`src/rtl/gamepad_pmod_driver.sv`:
```
// rtl/gamepad_pmod_driver.sv - Gamepad Pmod controller-side emulator.
// Serializes {buttons1,buttons2} MSB first as latch strobe + 24 clocked bits.
module gamepad_pmod_driver #(
  parameter int CLK_DIV      = 4,
  parameter int LATCH_CYCLES = 8,
  parameter int FRAME_GAP    = 1000
) (
  input  logic        clk,
  input  logic        reset,
  input  logic [11:0] buttons1,
  input  logic [11:0] buttons2,
  input  logic        send_req,
  input  logic        auto_en,
  output logic        busy,
  output logic        frame_done,
  output logic        pmod_latch,
  output logic        pmod_clk,
  output logic        pmod_data
);

  localparam int MAX_A = (CLK_DIV > LATCH_CYCLES) ? CLK_DIV : LATCH_CYCLES;
  localparam int MAX_C = (MAX_A > FRAME_GAP + 1) ? MAX_A : FRAME_GAP + 1;
  localparam int CW    = $clog2(MAX_C + 1);

  typedef enum logic [2:0] {IDLE, LATCH, SHIFT_LO, SHIFT_HI, GAP} state_t;

  state_t        state, state_n;
  logic [CW-1:0] cnt, cnt_n;
  logic [4:0]    bit_idx, bit_idx_n;
  logic [23:0]   shadow, shadow_n;
  logic          busy_n, done_n, latch_n, clk_n, data_n;

  always_ff @(posedge clk or posedge reset) begin
    if (reset) begin
      state      <= IDLE;
      cnt        <= '0;
      bit_idx    <= '0;
      shadow     <= '0;
      busy       <= 1'b0;
      frame_done <= 1'b0;
      pmod_latch <= 1'b0;
      pmod_clk   <= 1'b0;
      pmod_data  <= 1'b0;
    end else begin
      state      <= state_n;
      cnt        <= cnt_n;
      bit_idx    <= bit_idx_n;
      shadow     <= shadow_n;
      busy       <= busy_n;
      frame_done <= done_n;
      pmod_latch <= latch_n;
      pmod_clk   <= clk_n;
      pmod_data  <= data_n;
    end
  end

  // Outputs are computed for the state being entered so they register together with it.
  always_comb begin
    state_n   = state;
    cnt_n     = cnt + CW'(1);
    bit_idx_n = bit_idx;
    shadow_n  = shadow;
    busy_n    = 1'b1;
    done_n    = 1'b0;
    latch_n   = 1'b0;
    clk_n     = 1'b0;
    data_n    = 1'b0;
    case (state)
      IDLE: begin
        busy_n = 1'b0;
        cnt_n  = '0;
        if (send_req || auto_en) begin
          shadow_n  = {buttons1, buttons2};
          bit_idx_n = 5'd23;
          state_n   = LATCH;
          busy_n    = 1'b1;
          latch_n   = 1'b1;
          data_n    = buttons1[11];
        end
      end
      LATCH: begin
        latch_n = 1'b1;
        data_n  = shadow[23];
        if (cnt == CW'(LATCH_CYCLES - 1)) begin
          cnt_n   = '0;
          state_n = SHIFT_LO;
          latch_n = 1'b0;
        end
      end
      SHIFT_LO: begin
        data_n = shadow[bit_idx];
        if (cnt == CW'(CLK_DIV - 1)) begin
          cnt_n   = '0;
          state_n = SHIFT_HI;
          clk_n   = 1'b1;
        end
      end
      SHIFT_HI: begin
        clk_n  = 1'b1;
        data_n = shadow[bit_idx];
        if (cnt == CW'(CLK_DIV - 1)) begin
          cnt_n = '0;
          clk_n = 1'b0;
          if (bit_idx != 5'd0) begin
            bit_idx_n = bit_idx - 5'd1;
            state_n   = SHIFT_LO;
            data_n    = shadow[bit_idx - 5'd1];
          end else begin
            data_n = 1'b0;
            done_n = 1'b1;
            if (auto_en) begin
              state_n = GAP;
            end else begin
              state_n = IDLE;
              busy_n  = 1'b0;
            end
          end
        end
      end
      GAP: begin
        // First GAP cycle carries frame_done, followed by FRAME_GAP idle cycles.
        if (cnt == CW'(FRAME_GAP)) begin
          cnt_n = '0;
          if (auto_en) begin
            shadow_n  = {buttons1, buttons2};
            bit_idx_n = 5'd23;
            state_n   = LATCH;
            latch_n   = 1'b1;
            data_n    = buttons1[11];
          end else begin
            state_n = IDLE;
            busy_n  = 1'b0;
          end
        end
      end
      default: begin
        state_n = IDLE;
        busy_n  = 1'b0;
        cnt_n   = '0;
      end
    endcase
  end

endmodule

```
`config.mk`:
```
export PLATFORM = sky130hd
export DESIGN_NAME = gamepad_pmod_driver
export DESIGN_NICKNAME = d
export VERILOG_FILES = /design/src/rtl/gamepad_pmod_driver.sv
export SDC_FILE = /design/constraint.sdc
export NUM_CORES = 1
export LEC_CHECK = 0
export BUFFER_PORTS_ARGS = -buffer_cell sky130_fd_sc_hd__buf_2
export CORE_MARGIN = 3
export CORE_UTILIZATION = 34
export DETAILED_ROUTE_END_ITERATION = 8
export PLACE_DENSITY_LB_ADDON = 0.08
export SLEW_MARGIN = 0
export SYNTH_ARGS = -nofsm -noshare
export SYNTH_HDL_FRONTEND = slang
export SYNTH_SLANG_ARGS = --single-unit
export TNS_END_PERCENT = 30
```
`constraint.sdc`:
```
create_clock -name clk -period 4.6 [get_ports clk]
set_clock_uncertainty 0.05 [all_clocks]
set_input_delay 0.69 -clock clk [delete_from_list [all_inputs] [get_ports clk]]
set_output_delay 0.69 -clock clk [all_outputs]
set_load 0.005 [all_outputs]
```
==> tab_implementation.tex, run 1 <==
\begin{tabular}{lr}
\hline
Metric & Value \\
\hline
\multicolumn{2}{l}{\textbf{Floorplan}} \\
\quad Core box area & 7810 µm² \\
\quad Initial cell density of the core & 35.4\% \\
\quad Full die area & 9250 µm² \\
\quad Horizontal extent of the die & 96.2 µm \\
\quad Number of top-level design ports & 33 \\
\quad Chip height & 96.2 µm \\
\quad Std-Cell Rows & 32 \\
\multicolumn{2}{l}{\textbf{Route}} \\
\quad Drt pass-1 iters & 4 \\
\quad Total Wirelength & 5.79 mm \\
\quad Post-route ant nets & 0 \\
\quad Via density per instance & 5.19 \\
\quad Remaining DRCs & 0 \\
\quad Average wire per cell in the routed design & 15.8 µm \\
\quad First DRT Iteration DRCs & 52 \\
\quad Vias post-DR & 1899 \\
\multicolumn{2}{l}{\textbf{Logic synthesis}} \\
\quad Fraction of synthesis flops using an asynchronous set or reset pin & 100\% \\
\quad Share of the synthesized area in compound gates (AO/OA/AOI/OAI) & 10.6\% \\
\quad Mapped Area & 2770 µm² \\
\quad Basic-gate share of the synthesized area counting and, or, nand and nor cells & 13.9\% \\
\quad Ys flop type & dfrtp\_1 \\
\quad Xor/xnor share of the synthesized area & 4.70\% \\
\quad Number of library cell types mapped by synthesis & 61 \\
\quad Sequential share of the synthesized area & 42.5\% \\
\quad Total number of yosys warnings & 0 \\
\quad Area share of fa/ha/maj cells after synthesis & 1.81\% \\
\quad Multiplexer share of the synthesized area & 22.7\% \\
\quad Number of standard cells after synthesis & 236 \\
\quad Mean instance size in the synthesized netlist & 11.7 µm² \\
\quad Synthesized Nets & 268 \\
\quad Count of flip-flops with a built-in enable after synthesis & 0 \\
\quad Largest family of logic cells by synthesized area & multiplexers \\
\quad Post-synthesis register bit count & 47 \\
\multicolumn{2}{l}{\textbf{Critical path}} \\
\quad Cell with the biggest individual delay on the critical path & dfrtp\_1 \\
\quad Count of buffering cells on the critical path with inverters included & 1 \\
\quad Data arrival time at the worst-slack endpoint & 2830 ps \\
\quad Top fanout value on the critical path & 14 \\
\quad Delay contributed by the slowest stage of the critical path & 690 ps \\
\quad Critical Path RT & 4730 ps \\
\quad Startpoint type of the worst setup path & flip-flop \\
\quad Critical path endpoint category & flip-flop \\
\quad CP Cell Sequence & inv\_1 -> ha\_1 -> xor2\_2 -> mux4\_2 -> nand2b\_1 -> a31oi\_1 -> o21ai\_1 \\
\quad Critical path's top delay family & flip-flops \\
\quad Critical Setup Path Class & reg2reg \\
\multicolumn{2}{l}{\textbf{Layout}} \\
\quad Sequential cell area & 1180 µm² \\
\quad Combined area of the multi-input logic cells & 1490 µm² \\
\quad Most used cells in the layout excluding fill and tap cells & 47 x dfrtp\_1, 32 x buf\_2, 26 x nor2\_1 \\
\quad Final antenna diode count & 0 \\
\quad Synth-to-Final Area Change & 11.7\% \\
\quad Layout Cell Area excl Fill & 3090 µm² \\
\quad Most common library cell in the layout ignoring fill and taps & dfrtp\_1 \\
\quad \# fillers & 793 \\
\quad Share of final-layout standard cells stronger than drive strength 1 & 36.4\% \\
\quad Util after Layout & 39.6\% \\
\quad Number of nets in the final layout & 295 \\
\multicolumn{2}{l}{\textbf{Global routing}} \\
\quad Global-route usage over all layers & 13.7\% \\
\quad Number of global-route vias before repair & 1893 \\
\quad Total overflow reported by the global router & 0 \\
\quad Wire length of the first global-routing pass & 9.78 mm \\
\quad Initial antenna violation count & 0 \\
\quad Pin count of the biggest net entering global routing & 48 \\
\multicolumn{2}{l}{\textbf{Timing}} \\
\quad Actual slew at the worst max-slew pin & 987 ps \\
\quad Setup total negative slack & 0 ps \\
\quad Final setup viols & 0 \\
\quad Number of pins with negative max-slew slack in the final report & 0 \\
\quad Final Hold Viols & 0 \\
\quad Share of the clock period used by the worst path after layout & 58.8\% \\
\quad Worst hold slack & 470 ps \\
\quad Highest clock frequency the design can meet & 370 MHz \\
\quad Remaining max-slew budget at the tightest pin & 34.1\% \\
\quad Post-layout minimum cycle time & 2710 ps \\
\quad RSZ-0062 raised after global routing & no \\
\multicolumn{2}{l}{\textbf{Flow run}} \\
\quad Reported max-cap violation count & 0 \\
\multicolumn{2}{l}{\textbf{Placement}} \\
\quad Placed standard-cell area & 2990 µm² \\
\quad RePlAce Congestion & 0.732 \\
\quad Port-buffer cells & 32 \\
\quad Total half-perimeter wirelength after legalization and detailed placement & 4.09 mm \\
\multicolumn{2}{l}{\textbf{CTS}} \\
\quad Number of buffers added to fix hold violations after cts & 0 \\
\quad Cells resized by post-CTS repair & 0 \\
\quad Clock transition at path regs & 90 ps \\
\quad Clock net sink count & 47 \\
\quad Number of H-tree levels & 2 \\
\quad Count of buffers added by post-CTS timing repair for setup & 0 \\
\quad Clock insertion delay at the later pin of the skew report & 300 ps \\
\quad Clock tree from TritonCTS & built \\
\quad Max Root-Sink Buffers & 2 \\
\quad Number of buffers inserted during clock tree synthesis & 5 \\
\quad Clock root buffer & clkbuf\_8 \\
\multicolumn{2}{l}{\textbf{Pwr}} \\
\quad Highest ir drop seen on vdd & 169 µV \\
\quad Switching share of total power & 36.7\% \\
\quad Clock network fraction of design power & 15.6\% \\
\quad Power share of the sequential group & 42.5\% \\
\quad Net switching power & 636 µW \\
\quad Internal Pwr Total & 1100 µW \\
\quad Logic gate share of total power & 41.9\% \\
\quad Overall Power & 1730 µW \\
\quad Static leakage & 0.00135 µW \\
\quad Power per standard cell area & 561 nW/µm² \\
\multicolumn{2}{l}{\textbf{Worst hold path}} \\
\quad Worst min-delay path category & reg2reg \\
\multicolumn{2}{l}{\textbf{Status}} \\
\quad Outcome & finished, final reports clean \\
\hline
\end{tabular}
logic make-up (layout without fill, tap and decap cells):
| group | Yosys count | in the layout |
|---|---|---|
| fa+ha+maj | 4 | 4 |
| compound gates | 31 | 31 |
| simple gates | 72 | 72 |
| mux | 45 | 45 |
| flops | 47 | 47 |
| xor+xnor | 14 | 14 |
| buf+inv | 23 | 51 |
layer usage:
layer | up-vias | track usage, % | part of all wire, %
li1 | 915 | - | -
met1 | 952 | 20.6 | 51
met2 | 26 | 19.8 | 44
met3 | 6 | 2.66 | 3.4
met4 | 0 | 3.55 | 1.1
met5 | - | 0 | 0
cell usage after synthesis, types with 5 or more instances:
cell | count | area share (%)
dfrtp_1 | 47 | 43
nor2_1 | 26 | 3.5
mux2_2 | 25 | 10
inv_1 | 10 | 1.4
mux4_2 | 10 | 8.1
nand3_1 | 10 | 1.8
nand2_1 | 7 | 0.95
xnor2_1 | 7 | 2.2
and3_1 | 6 | 1.4
mux2i_1 | 6 | 2.2
xor2_1 | 6 | 1.9
clkbuf_1 | 5 | 0.68
final timing paths:
check,end,cells past startpoint,slack [ps],startpoint
worst max-delay path,pmod_data,7,1890,bit_idx[0]
worst min-delay path,cnt[0],1,470,cnt[0]
worst max register to register,pmod_data,7,1890,bit_idx[0]
worst min register to register,cnt[0],1,470,cnt[0]
max in group asynchronous,bit_idx[3],2,3320,reset
min in group asynchronous,shadow[5],2,560,reset
area by class of cell:
class | instances | share of cell area [%]
inverters | 10 | 1.22
multi-input cells | 166 | 48.1
repair buffers | 33 | 5.43
clock inverters | 1 | 0.284
well taps | 102 | 4.13
clock buffers | 7 | 2.79
flip-flops and latches | 47 | 38.1
worst reg2reg max path: stages, from the launching register on:
cell      delay, ps
dfrtp_1         690
inv_1           230
ha_1            320
xor2_2          350
mux4_2          550
nand2b_1        150
a31oi_1         160
o21ai_1          70
flip-flops by register name, indices dropped and copies added (netlist names), 3 cells and up:
name,flops
state,3
shadow,24
cnt,10
bit_idx,5
power by group through the flow:
stage / clock [µW] / sequential (µW) / combinational (µW)
final: 270 / 737 / 727
after global routing: 298 / 767 / 801
after CTS: 285 / 738 / 737
after detailed placement: 0 / 748 / 734
after global placement: 0 / 748 / 733
after floorplan: 0 / 647 / 658
per-stage QoR:
stage / std cells / setup slack, ps
detailed placement: 358 / 1860
CTS: 366 / 1840
global placement: 358 / 1930
global route: 366 / 1680
finish: 366 / 1890
floorplan: 236 / 2080
No activity file was read; power rests on OpenSTA's default activity.
==> run 2: changes to the inputs <==
==> constraint.sdc (replaced) <==
create_clock -name clk -period 2.4 [get_ports clk]
set_clock_uncertainty 0.05 [all_clocks]
set_input_delay 0.36 -clock clk [delete_from_list [all_inputs] [get_ports clk]]
set_output_delay 0.36 -clock clk [all_outputs]
set_load 0.005 [all_outputs]
==> run 2 against run 1 <==
Final cell count is 3.8% higher. Setup slack worse by 1600 ps. Power grew 100%. Highest routed layer unchanged.
==> tab_implementation.tex, run 2 (synthesis gave the netlist of run 1 again) <==
\begin{tabular}{lr}
\hline
Metric & Value \\
\hline
\multicolumn{2}{l}{\textbf{CTS}} \\
\quad Number of H-tree levels & 2 (unchanged) \\
\quad Clock insertion delay at the later pin of the skew report & 310 ps (about the same) \\
\quad Max Root-Sink Buffers & 2 (unchanged) \\
\quad Clock transition at path regs & 100 ps (about the same) \\
\quad Cells resized by post-CTS repair & 0 (unchanged) \\
\quad Clock tree from TritonCTS & built \\
\quad Clock net sink count & 47 (unchanged) \\
\quad Clock root buffer & clkbuf\_8 \\
\quad Number of buffers inserted during clock tree synthesis & 5 (unchanged) \\
\multicolumn{2}{l}{\textbf{Global routing}} \\
\quad Initial antenna violation count & 0 (unchanged) \\
\quad Peak-usage layer in the global routing report & met2 \\
\quad Fraction of met2 tracks used by global routing & 21.6\% (+1.8 points) \\
\quad Total overflow reported by the global router & 0 (unchanged) \\
\quad Wire length of the first global-routing pass & 10.3 mm (+5.1\%) \\
\quad Global-route usage over all layers & 14.5\% (+0.87 points) \\
\quad Met1 global-route usage & 21.0\% (+0.39 points) \\
\quad Pin count of the biggest net entering global routing & 25 (-48\%) \\
\quad Number of global-route vias before repair & 1974 (+4.3\%) \\
\quad GR met3 Demand/Resource & 3.44\% (+0.78 points) \\
\multicolumn{2}{l}{\textbf{Layout}} \\
\quad Most used cells in the layout excluding fill and tap cells & 47 x dfrtp\_1, 32 x buf\_2, 26 x nor2\_1 \\
\quad Final antenna diode count & 0 (unchanged) \\
\quad Final non-filler cell total & 380 (+3.8\%) \\
\quad Synth-to-Final Area Change & 17.1\% \\
\quad Share of final-layout standard cells stronger than drive strength 1 & 39.6\% (+3.2 points) \\
\quad Number of flip-flops under the largest register name & 24 (unchanged) \\
\quad Number of nets in the final layout & 309 (+4.7\%) \\
\quad Largest registers in the final layout & shadow: 24 flops, cnt: 10 flops, bit\_idx: 5 flops \\
\quad Largest register by flop count & shadow \\
\quad Most common library cell in the layout ignoring fill and taps & dfrtp\_1 \\
\multicolumn{2}{l}{\textbf{Route}} \\
\quad Total Wirelength & 6.06 mm (+4.8\%) \\
\quad Average wire per cell in the routed design & 16.0 µm (+0.89\%) \\
\quad Vias post-DR & 1948 (+2.6\%) \\
\quad Via density per instance & 5.13 (-1.2\%) \\
\quad Drt pass-1 iters & 4 (unchanged) \\
\quad First DRT Iteration DRCs & 40 (-23\%) \\
\quad Post-route ant nets & 0 (unchanged) \\
\quad Remaining DRCs & 0 (unchanged) \\
\multicolumn{2}{l}{\textbf{Placement}} \\
\quad Port-buffer cells & 32 (unchanged) \\
\quad Total half-perimeter wirelength after legalization and detailed placement & 4.49 mm (+9.7\%) \\
\quad RePlAce Congestion & 0.755 (+3.2\%) \\
\quad Placed Cells incl. Taps & 371 (+3.6\%) \\
\multicolumn{2}{l}{\textbf{Critical path}} \\
\quad Critical Setup Path Class & reg2reg \\
\quad Critical path endpoint category & flip-flop \\
\quad CP Cell Sequence & inv\_1 -> ha\_1 -> xor2\_4 -> mux4\_2 -> nand2b\_1 -> a31oi\_1 -> o21ai\_1 \\
\quad Data arrival time at the worst-slack endpoint & 2280 ps (-550 ps) \\
\quad Startpoint type of the worst setup path & flip-flop \\
\quad Top fanout value on the critical path & 6 (-8) \\
\quad Minimum setup slack among reg-to-reg paths & 250 ps (-1640 ps) \\
\quad Cell with the biggest individual delay on the critical path & mux4\_2 \\
\quad Critical Path RT & 2540 ps (-2190 ps) \\
\quad Delay contributed by the slowest stage of the critical path & 500 ps (-190 ps) \\
\multicolumn{2}{l}{\textbf{Pwr}} \\
\quad Highest ir drop seen on vdd & 412 µV (+140\%) \\
\quad Power per standard cell area & 1090 nW/µm² (+93\%) \\
\quad Overall Power & 3520 µW (+100\%) \\
\quad Static leakage & 0.00143 µW (+6.0\%) \\
\multicolumn{2}{l}{\textbf{Timing}} \\
\quad Actual slew at the worst max-slew pin & 597 ps (-390 ps) \\
\quad Number of pins with negative max-slew slack in the final report & 0 (unchanged) \\
\quad Post-layout minimum cycle time & 2150 ps (-560 ps) \\
\quad Remaining max-slew budget at the tightest pin & 60.2\% (+26 points) \\
\quad RSZ-0062 raised after global routing & no \\
\quad Final Hold Viols & 0 (unchanged) \\
\quad Highest clock frequency the design can meet & 466 MHz (+26\%) \\
\quad Setup total negative slack & 0 ps (unchanged) \\
\quad Final setup viols & 0 (unchanged) \\
\quad Share of the clock period used by the worst path after layout & 89.4\% (+31 points) \\
\multicolumn{2}{l}{\textbf{Floorplan}} \\
\quad Full die area & 9250 µm² (unchanged) \\
\quad Horizontal extent of the die & 96.2 µm (unchanged) \\
\quad Chip height & 96.2 µm (unchanged) \\
\quad Std-Cell Rows & 32 (unchanged) \\
\quad Initial cell density of the core & 35.4\% (unchanged) \\
\quad Number of top-level design ports & 33 (unchanged) \\
\quad Core box area & 7810 µm² (unchanged) \\
\multicolumn{2}{l}{\textbf{Flow run}} \\
\quad Reported max-cap violation count & 0 (unchanged) \\
\multicolumn{2}{l}{\textbf{Worst hold path}} \\
\quad Worst min-delay path category & in2reg \\
\multicolumn{2}{l}{\textbf{Status}} \\
\quad Outcome & finished, final reports clean \\
\hline
\end{tabular}
==> run 2: cell types whose count changed in the layout (fill, tap and decap cells not counted), sizes merged <==
| cell | previous run | this run |
|---|---|---|
| clkinvlp | 0 | 1 |
| inv | 10 | 11 |
| bufinv | 0 | 1 |
| clkinv | 1 | 0 |
| dlygate4sd3 | 0 | 1 |
| buf | 33 | 46 |
| clkbuf | 7 | 5 |
==> run 2: layer usage <==
metal	vias to the layer above	share of wire [%]
li1	945	-
met1	958	51
met2	36	44
met3	9	4.0
met4	0	1.3
met5	-	0
==> run 2: worst paths after layout <==
| path | startpoint | end | depth (start not counted) |
|---|---|---|---|
| min in group asynchronous | reset | cnt[6] | 3 |
| hold reg to reg | cnt[0] | cnt[0] | 1 |
| setup / recovery | bit_idx[0] | pmod_data | 7 |
| max in group asynchronous | reset | shadow[16] | 4 |
| hold / removal | buttons2[6] | shadow[6] | 2 |
| setup reg to reg | bit_idx[0] | pmod_data | 7 |
==> run 2: layout make-up <==
type,count,area (µm²)
clock inverter,3,46.3
inverter,10,37.5
sequential,47,1180
timing repair buffer,47,288
tap,102,128
fill,774,4570
multi-input combinational,166,1500
clock buffer,5,68.8
==> run 2: timing repair <==
item	4_1_cts	5_1_grt
setup buffers	0	0
hold buffers	1	0
endpoints found under the hold margin	12	0
==> run 2: worst max-delay path, delay by kind of cell, from the launching register on <==
| family | cells | cell delay [ps] |
|---|---|---|
| xor gates and xnor gates | 1 | 180 |
| buffers and inverters | 1 | 170 |
| adders and majority gates | 1 | 330 |
| AOI/OAI and AO/OA | 2 | 250 |
| and+or+nand+nor | 1 | 150 |
| DFF | 1 | 390 |
| muxes | 1 | 500 |
==> run 2: metrics by stage <==
stage / setup WS (ps) / area [µm²] / utilization, % / hold slack (ps)
finish: 254 / 3240 / 41.5 / 220
global route: 69.2 / 3240 / 41.5 / 205
CTS: 238 / 3240 / 41.5 / 203
detailed placement: 263 / 3120 / 39.9 / 287
global placement: 291 / 3120 / 39.9 / 280
floorplan: 45.3 / 2780 / - / 425
==> run 2: where the power goes <==
group / total [µW] / internal (µW) / leakage, µW / switching, µW
Clock: 615 / 314 / 0.0000548 / 301
Combinational: 1570 / 871 / 0.000811 / 696
Sequential: 1330 / 1070 / 0.000567 / 260
Total: 3520 / 2260 / 0.00143 / 1260
